[config.mk]
export PLATFORM = sky130hd
export DESIGN_NAME = fetch_unit
export DESIGN_NICKNAME = d
export VERILOG_FILES = /design/src/rtl/fetch_unit_pkg.sv /design/src/rtl/fetch_queue.sv /design/src/rtl/fetch_unit.sv
export SDC_FILE = /design/constraint.sdc
export NUM_CORES = 1
export LEC_CHECK = 0
export ABC_AREA = 1
export BUFFER_PORTS_ARGS = -buffer_cell sky130_fd_sc_hd__clkbuf_2
export CAP_MARGIN = 20
export CORE_MARGIN = 1.5
export CORE_UTILIZATION = 25
export CTS_BUF_LIST = sky130_fd_sc_hd__clkbuf_4 sky130_fd_sc_hd__clkbuf_8
export DETAILED_ROUTE_END_ITERATION = 10
export PLACE_DENSITY_LB_ADDON = 0.2
export SLEW_MARGIN = 20
export SYNTH_ARGS = -nofsm -noshare
export SYNTH_HDL_FRONTEND = slang
export SYNTH_SLANG_ARGS = --single-unit
[constraint.sdc]
create_clock -name i_clk -period 13 [get_ports i_clk]
set_input_delay 1.95 -clock i_clk [delete_from_list [all_inputs] [get_ports i_clk]]
set_output_delay 1.95 -clock i_clk [all_outputs]
set_load 0.05 [all_outputs]
[src/rtl/fetch_unit_pkg.sv]
// Shared constants for the RV32I fetch stage.
// Latency: n/a (declarations only).
// Backpressure: n/a.
package fetch_unit_pkg;

    localparam logic [31:0] RESET_PC_DEFAULT = 32'h0000_0000;
    localparam int          TAG_W_DEFAULT    = 4;

    // addi x0,x0,0 -- harmless filler word for idle memory data lines.
    localparam logic [31:0] NOP_INSTR        = 32'h0000_0013;

endpackage

[src/rtl/fetch_queue.sv]
// In-order fetch buffer: slots are reserved at grant, filled at response, popped at head.
// Latency: a fill is visible at the head output the cycle after the fill edge.
// Backpressure: caller must not reserve when occupancy == DEPTH; pop only takes a filled head.
//
// Ports:
//   clk, rst              clock, async active-high reset
//   flush                 drop every slot and rewind all pointers (wins over everything else)
//   reserve/_npc/_tag     claim the tail slot; npc is the fetch address + 4
//   fill/fill_instr       write data into the oldest reserved-but-unfilled slot
//   pop                   retire the head slot (ignored unless head is filled)
//   occupancy             reserved + filled slots
//   pending               reserved but not yet filled slots
//   head_*                fields of the head slot
module fetch_queue
    import fetch_unit_pkg::*;
#(
    parameter int DEPTH = 4,
    parameter int TAG_W = TAG_W_DEFAULT
) (
    input  logic                     clk,
    input  logic                     rst,
    input  logic                     flush,
    input  logic                     reserve,
    input  logic [31:0]              reserve_npc,
    input  logic [TAG_W-1:0]         reserve_tag,
    input  logic                     fill,
    input  logic [31:0]              fill_instr,
    input  logic                     pop,
    output logic [$clog2(DEPTH):0]   occupancy,
    output logic [$clog2(DEPTH):0]   pending,
    output logic                     head_filled,
    output logic [31:0]              head_instr,
    output logic [31:0]              head_npc,
    output logic [TAG_W-1:0]         head_tag
);

    localparam int PW = $clog2(DEPTH);
    localparam int CW = PW + 1;

    logic [DEPTH-1:0] filled_q;
    logic [31:0]      instr_q [DEPTH];
    logic [31:0]      npc_q   [DEPTH];
    logic [TAG_W-1:0] tag_q   [DEPTH];

    // Three pointers walk the ring in order: head <= fill <= tail.
    logic [PW-1:0] head_ptr;
    logic [PW-1:0] fill_ptr;
    logic [PW-1:0] tail_ptr;
    logic [CW-1:0] occ_q;
    logic [CW-1:0] pend_q;

    logic fill_en;
    logic pop_en;

    assign fill_en = fill & (pend_q != '0);
    assign pop_en  = pop & filled_q[head_ptr];

    // Reserve, fill and pop never target the same slot in one edge: fill needs a
    // pending slot (so fill_ptr != tail), pop needs a filled head (so head != fill),
    // and reserve is blocked when full (so tail != head whenever occupancy > 0).
    always_ff @(posedge clk or posedge rst) begin
        if (rst) begin
            head_ptr <= '0;
            fill_ptr <= '0;
            tail_ptr <= '0;
            occ_q    <= '0;
            pend_q   <= '0;
            filled_q <= '0;
            for (int i = 0; i < DEPTH; i++) begin
                instr_q[i] <= '0;
                npc_q[i]   <= '0;
                tag_q[i]   <= '0;
            end
        end else if (flush) begin
            head_ptr <= '0;
            fill_ptr <= '0;
            tail_ptr <= '0;
            occ_q    <= '0;
            pend_q   <= '0;
            filled_q <= '0;
        end else begin
            if (reserve) begin
                npc_q[tail_ptr]    <= reserve_npc;
                tag_q[tail_ptr]    <= reserve_tag;
                filled_q[tail_ptr] <= 1'b0;
                tail_ptr           <= tail_ptr + 1'b1;
            end
            if (fill_en) begin
                instr_q[fill_ptr]  <= fill_instr;
                filled_q[fill_ptr] <= 1'b1;
                fill_ptr           <= fill_ptr + 1'b1;
            end
            // Clearing on pop matters: once the ring empties, head == tail may land
            // on a slot that last held a popped entry.
            if (pop_en) begin
                filled_q[head_ptr] <= 1'b0;
                head_ptr           <= head_ptr + 1'b1;
            end
            occ_q  <= occ_q + CW'(reserve) - CW'(pop_en);
            pend_q <= pend_q + CW'(reserve) - CW'(fill_en);
        end
    end

    assign occupancy   = occ_q;
    assign pending     = pend_q;
    assign head_filled = filled_q[head_ptr];
    assign head_instr  = instr_q[head_ptr];
    assign head_npc    = npc_q[head_ptr];
    assign head_tag    = tag_q[head_ptr];

endmodule

[src/rtl/fetch_unit.sv]
// RV32I fetch stage: sequential PC generation, imem request/grant, in-order buffering.
// Latency: grant N, response M (>= N+1), instruction valid to decoder in M+1.
// Backpressure: request drops when DEPTH slots are reserved/filled; decoder stalls via i_ready.
//
// Ports:
//   i_clk, i_rst                  clock, async active-high reset
//   o_imem_req/o_imem_addr        fetch request, word aligned
//   i_imem_gnt                    request accepted this cycle
//   i_imem_rvalid/i_imem_rdata    in-order response
//   i_redirect/i_redirect_pc      flush and restart fetch
//   o_valid/i_ready               decoder handshake on the queue head
//   o_instr/o_next_pc/o_tag       head instruction, its address + 4, sequence tag
module fetch_unit
    import fetch_unit_pkg::*;
#(
    parameter int          DEPTH    = 4,
    parameter logic [31:0] RESET_PC = RESET_PC_DEFAULT,
    parameter int          TAG_W    = TAG_W_DEFAULT
) (
    input  logic             i_clk,
    input  logic             i_rst,
    output logic             o_imem_req,
    output logic [31:0]      o_imem_addr,
    input  logic             i_imem_gnt,
    input  logic             i_imem_rvalid,
    input  logic [31:0]      i_imem_rdata,
    input  logic             i_redirect,
    input  logic [31:0]      i_redirect_pc,
    output logic             o_valid,
    input  logic             i_ready,
    output logic [31:0]      o_instr,
    output logic [31:0]      o_next_pc,
    output logic [TAG_W-1:0] o_tag
);

    localparam int CW = $clog2(DEPTH) + 1;

    logic [31:0]      pc_q;
    logic [TAG_W-1:0] tag_q;
    // Responses still owed by memory for requests issued before a redirect.
    logic [CW-1:0]    drop_q;

    logic [CW-1:0]    occupancy;
    logic [CW-1:0]    pending;
    logic             head_filled;
    logic             grant;
    logic             fill;
    logic             pop;

    // Gated on occupancy at the start of the cycle only, so a same-cycle pop
    // never feeds back into the request.
    assign o_imem_req  = ~i_rst & ~i_redirect & (occupancy < CW'(DEPTH));
    assign o_imem_addr = pc_q;

    assign grant = o_imem_req & i_imem_gnt;
    assign fill  = i_imem_rvalid & (drop_q == '0) & ~i_redirect;
    // The decoder throws away whatever it takes during a redirect, so the pop is ignored.
    assign pop   = head_filled & i_ready & ~i_redirect;

    always_ff @(posedge i_clk or posedge i_rst) begin
        if (i_rst) begin
            pc_q   <= RESET_PC;
            tag_q  <= '0;
            drop_q <= '0;
        end else begin
            if (i_redirect) begin
                pc_q <= i_redirect_pc & ~32'h3;
            end else if (grant) begin
                pc_q <= pc_q + 32'd4;
            end

            // The tag keeps counting across redirects so stale and new streams differ.
            if (grant) begin
                tag_q <= tag_q + 1'b1;
            end

            // Every in-flight request becomes a drop on redirect; a response arriving in
            // that same cycle settles one of them (either a pending slot or an old drop).
            if (i_redirect) begin
                drop_q <= pending + drop_q - CW'(i_imem_rvalid);
            end else if (i_imem_rvalid && (drop_q != '0)) begin
                drop_q <= drop_q - CW'(1);
            end
        end
    end

    fetch_queue #(
        .DEPTH (DEPTH),
        .TAG_W (TAG_W)
    ) u_queue (
        .clk         (i_clk),
        .rst         (i_rst),
        .flush       (i_redirect),
        .reserve     (grant),
        .reserve_npc (pc_q + 32'd4),
        .reserve_tag (tag_q),
        .fill        (fill),
        .fill_instr  (i_imem_rdata),
        .pop         (pop),
        .occupancy   (occupancy),
        .pending     (pending),
        .head_filled (head_filled),
        .head_instr  (o_instr),
        .head_npc    (o_next_pc),
        .head_tag    (o_tag)
    );

    assign o_valid = head_filled;

endmodule

==> flow_summary.ini <==
[outcome]
status = finished clean

[clock_network]
clock_latency_ns = 0.62
clockBufferDepth = 3
cts_root_buf = clkbuf_8
cts_max_level = 3
cts_tree = yes
cts_buffers = 66
cts_resized = 0
cts.sinks = 317
cts_setup_buffers = 0
hold_buffers = 0
clk_pin_slew_ns = 0.06

[critical_path]
crit_end = o_next_pc[13]
critPathArrivalTime_ns = 3.76
crit_path_start = u_queue.head_ptr[0]$_DFFE_PP0P_
endpoint_kind = output pin
cp.required_ns = 11.05
r2r_cells = 12
cp_cell_sequence = inv_4, buf_4, o21ai_0, o22ai_1, clkbuf_2
cp_max_fo = 90
reg2reg_slack_ns = 9.69
r2r_end = u_queue.occupancy[2]$_DFF_PP0_
crit_type = reg2out
max_stage_delay_ns = 0.89
r2r_start = u_queue.head_ptr[1]$_DFFE_PP0P_
crit_path_top_delay_cell = buf_4
cp-start-kind = flip-flop

[yosys]
synth_area_leaders = dfrtp_1, nand2_1, o21ai_0
syn_area_um2 = 15500
synth_top_area_share_pct = 51.0
yosys_warnings = 0
yosysUniqueCellTypes = 32
seq_area_frac_synth_pct = 51.0
synth_top_cell_by_area = dfrtp_1
syn_avg_cell_area_um2 = 7.67
yosysMostFrequentCell = nand2_1
synth-main-ff-cell = dfrtp_1
synth_cells = 2025
synth-edff-count = 0
synth_common_cells = nand2_1, dfrtp_1, nor2_1, o21ai_0, inv_1
ys_ff_latch = 317
synthArstFlopShare_pct = 100

[global_route]
grtUsageTotal_pct = 16.3
grt_pass1_wl_mm = 80.1
grt_remaining_overflow = 0
grt_max_degree = 119
grt_pass1_vias = 13600
antenna_found_initial = 2

[timing]
finalSetupViolCount = 0
worst_pin_slew_ns = 1.03
finalSetupTns_ns = 0
rsz0062_at_grt = no
period_minus_slack_ns = 5.71
hold_viol_final = 0
worst_slack_ns = 7.29
clock_skew_ns = 0.0204
slew_headroom_pct = 31.6
fmaxAchievable_ghz = 0.175
slew_violations = 0
finalCritPeriodShare_pct = 43.9

[floorplanning]
boundaryPins = 172
rows = 91
die_area_um2 = 63700
die_h_um = 252
die_width_um = 252
start_util_pct = 25.2
core_um2 = 61600

[detailed_routing]
drt-vias-per-instance = 4.50
drtAntennaViolNets = 0
first_pass_iters = 5
drc = 0
vias = 13700
drt_wl_total_mm = 51.9
drt_iter0_drc = 973
avgRoutedWirePerCell_um = 17.0

[pwr]
vdd_drop_max_mv = 0.0664
finalPower_mw = 3.04
p_leak_nw = 9.82
powerDensity_nw_per_um2 = 166

[cells_and_area]
fin_area_um2 = 18300
area_growth_pct = 17.8
layoutNonFillerInstCount = 3047
drive_gt1_share_pct = 14.8
nNetsFinal = 2258

[placed_design]
place_inst = 2932
io_buffers = 165
dpl-instance-area_um2 = 16900
place_ws_ns = 7.71
place.gp.congestion = 0.856
dpl.hpwl_mm = 29.9

[min_path]
min-delay-start = u_queue.npc_q[70]$_DFFE_PP0P_
hp-class = reg2reg

[job]
maxCapViolations = 0
## cells by family (layout without fill, tap and decap cells)
logic type	Yosys count	after routing	synth area share, %
xor gates and xnor gates	22	22	1.43
other	1	6	0.0241
and+or+nand+nor	1186	1186	29.9
buffers and inverters	200	380	5.85
adders and majority gates	25	25	2.16
AOI/OAI and AO/OA	274	274	9.54
DFF	317	317	51.0
## through the flow
step,util (%),hold WS [ns]
3_3_place_gp,27.5,0.449
3_5_place_dp,27.5,0.453
4_1_cts,29.7,0.467
5_1_grt,29.7,0.484
6_report,29.7,0.465
2_1_floorplan,-,0.437
## layout make-up
cell class,instances,area [um2]
fillers,6626,43300
clock buffers,104,1260
flip-flops and latches,317,7940
well taps,837,1050
inverters,93,360
repair buffers,174,893
multi-input cells,1511,6710
diodes,2,5.00
clock inverters,9,101
## critical path: cells and delay by family (launching register included)
kind	cells	cell delay, ns
AO/OA/AOI/OAI	2	0.51
buffers and inverters	3	1.79
flip-flops	1	0.79
## routing by layer
metal  global-route usage [%]  up-vias  wire (um)
met3                     2.51       81       2400
met4                     6.28        0       1330
met2                     25.4      323      23800
met5                        0        -          0
li1                         -     6634          -
met1                     22.8     6680      24400
## sequential cells by signal, indices dropped and copies added, names as in the netlist, 4 cells and up
signal,flops
o_imem_addr,30
u_queue.npc_q,120
tag_q,4
u_queue.filled_q,4
u_queue.instr_q,128
u_queue.tag_q,16
## worst min-delay path by stage
| stage | to | slack (ns) | cells past startpoint |
|---|---|---|---|
| floorplan | u_queue.npc_q[37]$_DFFE_PP0P_ | 0.44 | 2 |
| global placement | u_queue.tag_q[9]$_DFFE_PP0P_ | 0.45 | 2 |
| detailed placement | u_queue.tag_q[9]$_DFFE_PP0P_ | 0.45 | 2 |
| CTS | u_queue.tag_q[7]$_DFFE_PP0P_ | 0.47 | 2 |
| global route | u_queue.npc_q[70]$_DFFE_PP0P_ | 0.48 | 2 |
| finish | u_queue.npc_q[70]$_DFFE_PP0P_ | 0.46 | 2 |
## placed cells by master (no fill, tap or decap), types with 22 or more instances in the layout
master / n
nand2_1: 940
clkbuf_4: 28
inv_1: 78
ha_1: 22
o21ai_0: 160
o21ai_1: 33
nand3_1: 28
nor2_1: 197
dfrtp_1: 315
clkbuf_2: 165
clkbuf_8: 76
o22ai_1: 66
## power by group
part / total, mW / switching [mW] / internal (mW)
clock network: 1.11 / 0.458 / 0.649
logic: 0.715 / 0.532 / 0.182
registers: 1.22 / 0.0961 / 1.12
(Power assumes the default switching activity.)
